## src/rtl/tof_measure.sv

```systemverilog
`default_nettype none
// +--------------------------------------------------------------------------+
// | tof_measure: laser trigger generator and echo time-of-flight counter.    |
// | Revision: 1.0                                                            |
// +--------------------------------------------------------------------------+
module tof_measure #(
  parameter int CNTR_WIDTH = 16,
  parameter int PULSE_LEN  = 10,
  parameter int BLANK      = 20,
  parameter int TIMEOUT    = 40000,
  parameter int PERIOD     = 50000
) (
  input  logic                  clk,
  input  logic                  rst_n,
  input  logic                  enable,
  input  logic                  echo_in,
  output logic                  trig_out,
  output logic                  busy,
  output logic [CNTR_WIDTH-1:0] tof_count,
  output logic                  tof_valid,
  output logic                  timeout
);

  localparam int PER_W = (PERIOD > 2) ? $clog2(PERIOD) : 1;
  localparam logic [CNTR_WIDTH-1:0] C_TOF_MAX   = '1;
  localparam logic [CNTR_WIDTH-1:0] C_FIRE_LAST = CNTR_WIDTH'(PULSE_LEN - 1);
  localparam logic [CNTR_WIDTH-1:0] C_BLANK     = CNTR_WIDTH'(BLANK);
  localparam logic [CNTR_WIDTH-1:0] C_TO_LAST   = CNTR_WIDTH'(TIMEOUT - 1);
  localparam logic [PER_W-1:0]      C_PER_LAST  = PER_W'(PERIOD - 1);

  typedef enum logic [1:0] {
    S_IDLE   = 2'd0,
    S_FIRE   = 2'd1,
    S_LISTEN = 2'd2,
    S_WAIT   = 2'd3
  } state_t;

  state_t                  state_q, state_d;
  logic [CNTR_WIDTH-1:0]   tof_cnt_q, tof_cnt_d;
  logic [PER_W-1:0]        per_cnt_q, per_cnt_d;
  logic [CNTR_WIDTH-1:0]   tof_count_q, tof_count_d;
  logic                    trig_q, trig_d;
  logic                    busy_q, busy_d;
  logic                    valid_q, valid_d;
  logic                    timeout_q, timeout_d;
  logic                    echo_s1_q, echo_s2_q, echo_s3_q;
  logic                    w_rise;
  logic [CNTR_WIDTH-1:0]   w_tof_inc;

  assign w_rise    = echo_s2_q & ~echo_s3_q;
  assign w_tof_inc = (tof_cnt_q == C_TOF_MAX) ? tof_cnt_q : tof_cnt_q + 1'b1;

  always_comb begin
    state_d     = state_q;
    tof_cnt_d   = tof_cnt_q;
    per_cnt_d   = per_cnt_q;
    tof_count_d = tof_count_q;
    trig_d      = 1'b0;
    valid_d     = 1'b0;
    timeout_d   = 1'b0;
    unique case (state_q)
      S_IDLE: begin
        if (enable) begin
          state_d   = S_FIRE;
          trig_d    = 1'b1;
          tof_cnt_d = '0;
          per_cnt_d = '0;
        end
      end
      S_FIRE: begin
        tof_cnt_d = w_tof_inc;
        per_cnt_d = per_cnt_q + 1'b1;
        if (tof_cnt_q == C_FIRE_LAST) begin
          state_d = S_LISTEN;
        end else begin
          trig_d = 1'b1;
        end
      end
      S_LISTEN: begin
        tof_cnt_d = w_tof_inc;
        per_cnt_d = per_cnt_q + 1'b1;
        // An echo on the very last count still wins over the timeout.
        if (w_rise && (tof_cnt_q >= C_BLANK)) begin
          tof_count_d = tof_cnt_q;
          valid_d     = 1'b1;
          state_d     = S_WAIT;
        end else if (tof_cnt_q == C_TO_LAST) begin
          timeout_d = 1'b1;
          state_d   = S_WAIT;
        end
      end
      S_WAIT: begin
        per_cnt_d = per_cnt_q + 1'b1;
        if (per_cnt_q == C_PER_LAST) begin
          if (enable) begin
            state_d   = S_FIRE;
            trig_d    = 1'b1;
            tof_cnt_d = '0;
            per_cnt_d = '0;
          end else begin
            state_d = S_IDLE;
          end
        end
      end
      default: state_d = S_IDLE;
    endcase
    busy_d = (state_d != S_IDLE);
  end

  // Async clear so the laser trigger is cut the instant reset asserts.
  always_ff @(posedge clk or negedge rst_n) begin
    if (!rst_n) begin
      state_q     <= S_IDLE;
      tof_cnt_q   <= '0;
      per_cnt_q   <= '0;
      tof_count_q <= '0;
      trig_q      <= 1'b0;
      busy_q      <= 1'b0;
      valid_q     <= 1'b0;
      timeout_q   <= 1'b0;
      echo_s1_q   <= 1'b0;
      echo_s2_q   <= 1'b0;
      echo_s3_q   <= 1'b0;
    end else begin
      state_q     <= state_d;
      tof_cnt_q   <= tof_cnt_d;
      per_cnt_q   <= per_cnt_d;
      tof_count_q <= tof_count_d;
      trig_q      <= trig_d;
      busy_q      <= busy_d;
      valid_q     <= valid_d;
      timeout_q   <= timeout_d;
      echo_s1_q   <= echo_in;
      echo_s2_q   <= echo_s1_q;
      echo_s3_q   <= echo_s2_q;
    end
  end

  assign trig_out  = trig_q;
  assign busy      = busy_q;
  assign tof_count = tof_count_q;
  assign tof_valid = valid_q;
  assign timeout   = timeout_q;

endmodule
`default_nettype wire

```

## config.mk

```make
export PLATFORM = sky130hd
export DESIGN_NAME = tof_measure
export DESIGN_NICKNAME = d
export VERILOG_FILES = /design/src/rtl/tof_measure.sv
export SDC_FILE = /design/constraint.sdc
export NUM_CORES = 1
export LEC_CHECK = 0
export BUFFER_PORTS_ARGS = -buffer_cell sky130_fd_sc_hd__buf_2
export CAP_MARGIN = 20
export CORE_ASPECT_RATIO = 0.7
export CORE_MARGIN = 2
export CORE_UTILIZATION = 54
export CTS_CLUSTER_SIZE = 8
export DETAILED_ROUTE_END_ITERATION = 10
export MAX_ROUTING_LAYER = met4
export PLACE_DENSITY = 0.74
export SLEW_MARGIN = 30
export SYNTH_ARGS = -nofsm -noshare
export SYNTH_HDL_FRONTEND = slang
export SYNTH_SLANG_ARGS = --single-unit
```

## constraint.sdc

```tcl
create_clock -name clk -period 2.3 [get_ports clk]
set_input_delay 0.46 -clock clk [delete_from_list [all_inputs] [get_ports clk]]
set_output_delay 0.46 -clock clk [all_outputs]
set_load 0.05 [all_outputs]
```

Word level (Yosys, flattened, before mapping)

Index checks and enable logic that the tools add are counted.

Flip-flop bits (word level): 57
Memories: 0
Memory bits (writable): 0
Word-level logic and storage cells: 56
Latch bits: 0
ROM bits: 0

Div/mod/pow operators: 0
Magnitude comparators: 1
Reductions and logical operators: 6
Multiplexer cells: 24
$add $sub $neg: 2
Equality and inequality tests: 10
Bitwise gates (word level): 2
Multiply operators: 0
Shifts and indexed selects: 0

Operator list:

| operator                                             | number |
|---|---|
| 2-to-1 mux 16 bit                                    | 6 |
| case mux 16 bit (3 select lines)                     | 2 |
| equality test 16 bit, second input constant          | 3 |
| adder 16 x 1 -> 16 bit, second input constant        | 2 |
| equality test 16 x 4 -> 1 bit, second input constant | 1 |
| >= comparator 16 x 5 -> 1 bit, second input constant | 1 |
| 2-to-1 mux 2 bit                                     | 5 |
| 2-to-1 mux 1 bit                                     | 9 |
| case mux 2 bit (4 select lines)                      | 1 |
| inequality test 2 bit, second input constant         | 3 |
| equality test 2 bit, second input constant           | 2 |
| AND reduction 2 bit                                  | 2 |
| case mux 1 bit (3 select lines)                      | 1 |
| equality test 2 x 1 -> 1 bit, second input constant  | 1 |
| logical NOT 2 bit                                    | 1 |
| nonzero test 2 bit                                   | 1 |
| OR reduction 2 bit                                   | 1 |
| bitwise AND 1 bit                                    | 1 |
| logical AND 1 bit                                    | 1 |
| NOT 1 bit                                            | 1 |

Longest topological paths before layout

Word-level depth: 6
Depth in mapped cells: 9
Gate-level depth less buffers: 7

Worst setup path after synthesis

OpenSTA, ideal clock, no wires.

Path kind: reg2reg
Start point: reg per_cnt_q[11]
End point: reg tof_cnt_q[14]
Path slack: -0.113 ns
Arrival time: 2.336 ns
Buffers on the path: 0
Cell stages (with the launch flop): 6
Cells stage by stage: dfrtp_1 -> or4b_4 -> o41a_1 -> a211o_4 -> or4_1 -> a21oi_1

Longest elaborated chain between the ends: 3

RTL lines:

| what                                   | line | text |
|---|---|---|
| from (decl)                            | 40   | `logic [PER_W-1:0] per_cnt_q, per_cnt_d;` |
| from (signal assigned)                 | 127  | `per_cnt_q <= per_cnt_d;` |
| equality test 16 bit                   | 94   | `if (per_cnt_q == C_PER_LAST) begin` |
| inequality test 2 bit (no source line) | n/a  |  |
| AND reduction 2 bit (no source line)   | n/a  |  |
| to (signal assigned)                   | 126  | `tof_cnt_q <= tof_cnt_d;` |
| to (decl)                              | 39   | `logic [CNTR_WIDTH-1:0] tof_cnt_q, tof_cnt_d;` |

No other way between the ends.
A chain may end at the register's enable or synchronous reset.

Worst setup path after layout

Start point: reg per_cnt_q[11]
End point: reg tof_cnt_q[15]

The elaborated chain is that of the path after synthesis.

==> metrics.md <==
| Metric | Value |
|---|---|
| Result of the run | complete, but fails checks |
| Failing checks | negative setup slack |
| Final critical-path share of the clock period | 105% |
| Fmax | 416 MHz |
| Vert. Die Dim | 65.9 um |
| Number of endpoints failing setup at the final stage | 6 |
| Count of TritonRoute iterations in the first routing pass | 5 |
| Number of H-tree levels | 3 |
| Detailed-routed wire length on met3 | 652 um |
| Setup WS post-layout | -105 ps |
| Leakage power | 1.73 nW |
| Net total in the final layout | 379 |
| Vias | 2688 |
| Number of clock sinks | 57 |
| Count of placed standard cells including taps | 426 |
| Total of buffers placed on input and output ports | 23 |
| Highest routing layer actually used | met4 |
| Final cell count without fillers | 443 |
| Detailed-placement wirelength estimate | 5.15 mm |
| Async set-reset flop share out of synthesis | 100% |
| Area share of and/or/nand/nor cells after synthesis | 22.4% |
| HP Class | input port to asynchronous set/reset pin |
| Most repeated cell in the gate-level netlist after synthesis | dfrtp_1 |
| Crit path buffers/inverters | 0 |
| Clock transition at path regs | 70 ps |
| Normalized max-slew margin | 60.5% |
| Cell depth of the worst flop-to-flop path | 5 |
| Launching point of the worst reg2reg path | per_cnt_q[11]$_DFFE_PN0P_ |
| Mean number of vias per cell | 6.07 |
| Count of different cell masters after synthesis | 45 |
| Total of max-cap violations | 0 |
| Overall track demand over capacity in global routing | 27.2% |
| Fin crit period | 2410 ps |
| Initial core utilization | 56.1% |
| TritonCTS clock tree | yes |
| Main combinational cell family by area after synthesis | simple AND/OR/NAND/NOR gates |
| Worst setup path startpoint | per_cnt_q[11]$_DFFE_PN0P_ |
| Portion of the post-synthesis area used by sequential elements | 48.3% |
| Power density over cell area | 531 nW/um^2 |
| Max stage delay on crit path | 540 ps |
| Critical setup path kind | flop to flop |
| Synthesis warning total | 0 |
| Wire length reported by the detailed router | 7.49 mm |
| Share of cell area taken by muxes after synthesis | 5.98% |
| Xor-xnor portion of the synthesized cell area | 0.593% |
| Element type at the critical path end | flop |
| Routed len/inst | 16.9 um |
| Routability congestion estimate | 0.939 |
| Top post-synthesis cells by count | dfrtp_1, nand2_1, o21ai_0 |
| Number of buffers inserted during clock tree synthesis | 9 |
| Post-synthesis instance area | 2950 um^2 |
| Critical path fanouts, max | 7 |
| Final count of hold timing violations | 0 |
| Slowest-stage cell, CP | or4b_4 |
| RSZ-0062 raised after global routing | yes |
| Fraction of layout cells with a size suffix above 1 | 29.4% |
| Gate family responsible for the most delay along the worst path | simple AND/OR/NAND/NOR gates |
| Post-route met1 wirelength | 3.44 mm |
| Category of the worst setup path launch point | flop |
| Library cell with the largest summed area after synthesis | dfrtp_1 |
| Violation count after the first detailed-route iteration | 251 |
| Antenna Diode Count | 0 |
| Mean cell area of the mapped netlist | 9.71 um^2 |
| Area overhead of the layout relative to synthesis | 25.4% |
| Synthesized instance count | 304 |
| Setup Slack @ Placement | -88.7 ps |
| Post-synth top flop | dfrtp_1 |
| Area fraction in compound gates after synthesis | 15.6% |
| Cell chosen for the clock root | clkbuf_8 |
| Ordered list of cells on the worst path | or4b_4 > o41a_1 > a211o_4 > or4_4 > a21oi_2 |
| Pin slew with the least headroom to its limit | 592 ps |
| Count of pins over their slew limit | 0 |
| Leftover overflow at the end of global routing | 0 |
| Reg2Reg Setup Slack | -110 ps |
| Met2 wire length | 3.27 mm |
| Initial antenna violation count | 0 |
| First-pass GRT wire length | 12.1 mm |
| Via count of the first global-routing pass | 2443 |
| Filler cells | 383 |
| DRC errors left | 0 |
| Largest net degree at the start of global routing | 34 |
| Worst Hold Margin | 116 ps |
| Clk_skew | 10.6 ps |
| Area inside the core boundary | 5260 um^2 |
| Total of flip-flops plus latches after synthesis | 57 |
| Later-pin clock latency in the skew report | 350 ps |
| Antenna Nets Post-Route | 0 |
| Arrival time worst endpoint | 2680 ps |
| Final sum of negative setup slack | -425 ps |
| Overall die width | 92.4 um |
| Critical R2R Capture | tof_cnt_q[15]$_DFFE_PN0P_ |
| Area share of the largest cell type after synthesis | 48.3% |
| Worst path required time | 2570 ps |
| Worst IR Drop VDD | 0.522 mV |
| Dominant cells by area after synthesis | dfrtp_1, mux2_2, nand2_1 |
| Placement row count | 22 |
| Post-synthesis net count | 317 |
| Synth Area in Adders | 3.82% |
| Number of top-level pins | 24 |
| Die Outline Area | 6080 um^2 |
| Maximum root-to-sink buffer count | 2 |
| EDFF count, synth | 0 |
==> layout make-up <==
cell class                      instances  area [um^2]  share of cell area, %
Clock inverter                          2         10.0                  0.270
Tap cell                               72         90.1                   2.43
Sequential cell                        57         1430                   38.5
Timing Repair Buffer                   65          450                   12.2
Inverter                               12         45.0                   1.22
Clock buffer                           14          183                   4.93
Multi-Input combinational cell        221         1500                   40.5
==> logic make-up after synthesis <==
kind of cell / Yosys count
and+or+nand+nor: 123
buffers and inverters: 26
adders and majority gates: 9
muxes: 16
xor gates and xnor gates: 2
DFF: 57
AOI/OAI and AO/OA: 71
==> metrics by stage <==
step	instance area, um^2	util, %	power [W]
finish	3700	70.4	0.00197
global route	3700	70.4	0.00204
CTS	3620	68.9	0.00197
detailed placement	3420	65.1	0.00108
global placement	3420	65.1	0.00108
floorplan	2960	-	0.00105
==> routing by layer <==
layer	GRT usage (%)	up-vias
li1	-	1250
met1	37.5	1299
met2	38.2	127
met3	8.10	12
met4	9.70	0
met5	-	-
==> worst max-delay path by stage <==
stage	endpoint	slack (ps)	depth (start not counted)
after floorplan	tof_cnt_q[14]$_DFFE_PN0P_	-100	5
after global placement	tof_cnt_q[14]$_DFFE_PN0P_	-60	5
after detailed placement	tof_cnt_q[15]$_DFFE_PN0P_	-90	5
after CTS	tof_cnt_q[15]$_DFFE_PN0P_	-100	5
after global routing	tof_cnt_q[15]$_DFFE_PN0P_	-150	5
final	tof_cnt_q[15]$_DFFE_PN0P_	-110	5
==> repair_timing <==
action,CTS,global route
pin swaps,0,4
setup endpoints to repair,5,14
hold buffers,0,0
gates resized for setup,1,15
setup buffers,0,1
==> power by group <==
part / internal, W / total [W] / switching, W
registers: 0.00101 / 0.00102 / 0.00000974
clock network: 0.000505 / 0.000899 / 0.000394
logic: 0.0000142 / 0.0000472 / 0.0000330
total: 0.00153 / 0.00197 / 0.000437
==> worst register-to-register path, stage by stage, from the launching register on <==
cell and delay [ps]:
dfrtp_1 370, or4b_4 540, o41a_1 470, a211o_4 330, or4_4 500, a21oi_2 140
==> registers in the layout (all words and copies together), names as in the netlist <==
name       cells
state_q        2
tof_count     16
tof_cnt_q     16
trig_out       1
busy           1
echo_s2_q      1
echo_s3_q      1
echo_s1_q      1
timeout        1
per_cnt_q     16
tof_valid      1
==> cells in the final DEF, fill, tap and decap left out, types with 9 or more instances in the layout <==
cell type,instances
mux2_2,13
inv_1,12
o21ai_0,18
dfrtp_1,57
nor2_1,10
buf_2,23
nand2_1,37
nand4_1,9
a21oi_1,13
a31oi_1,12
ha_1,9
buf_4,39
clkbuf_8,13
nand3_1,17
Power figures use the tool's default switching activity.
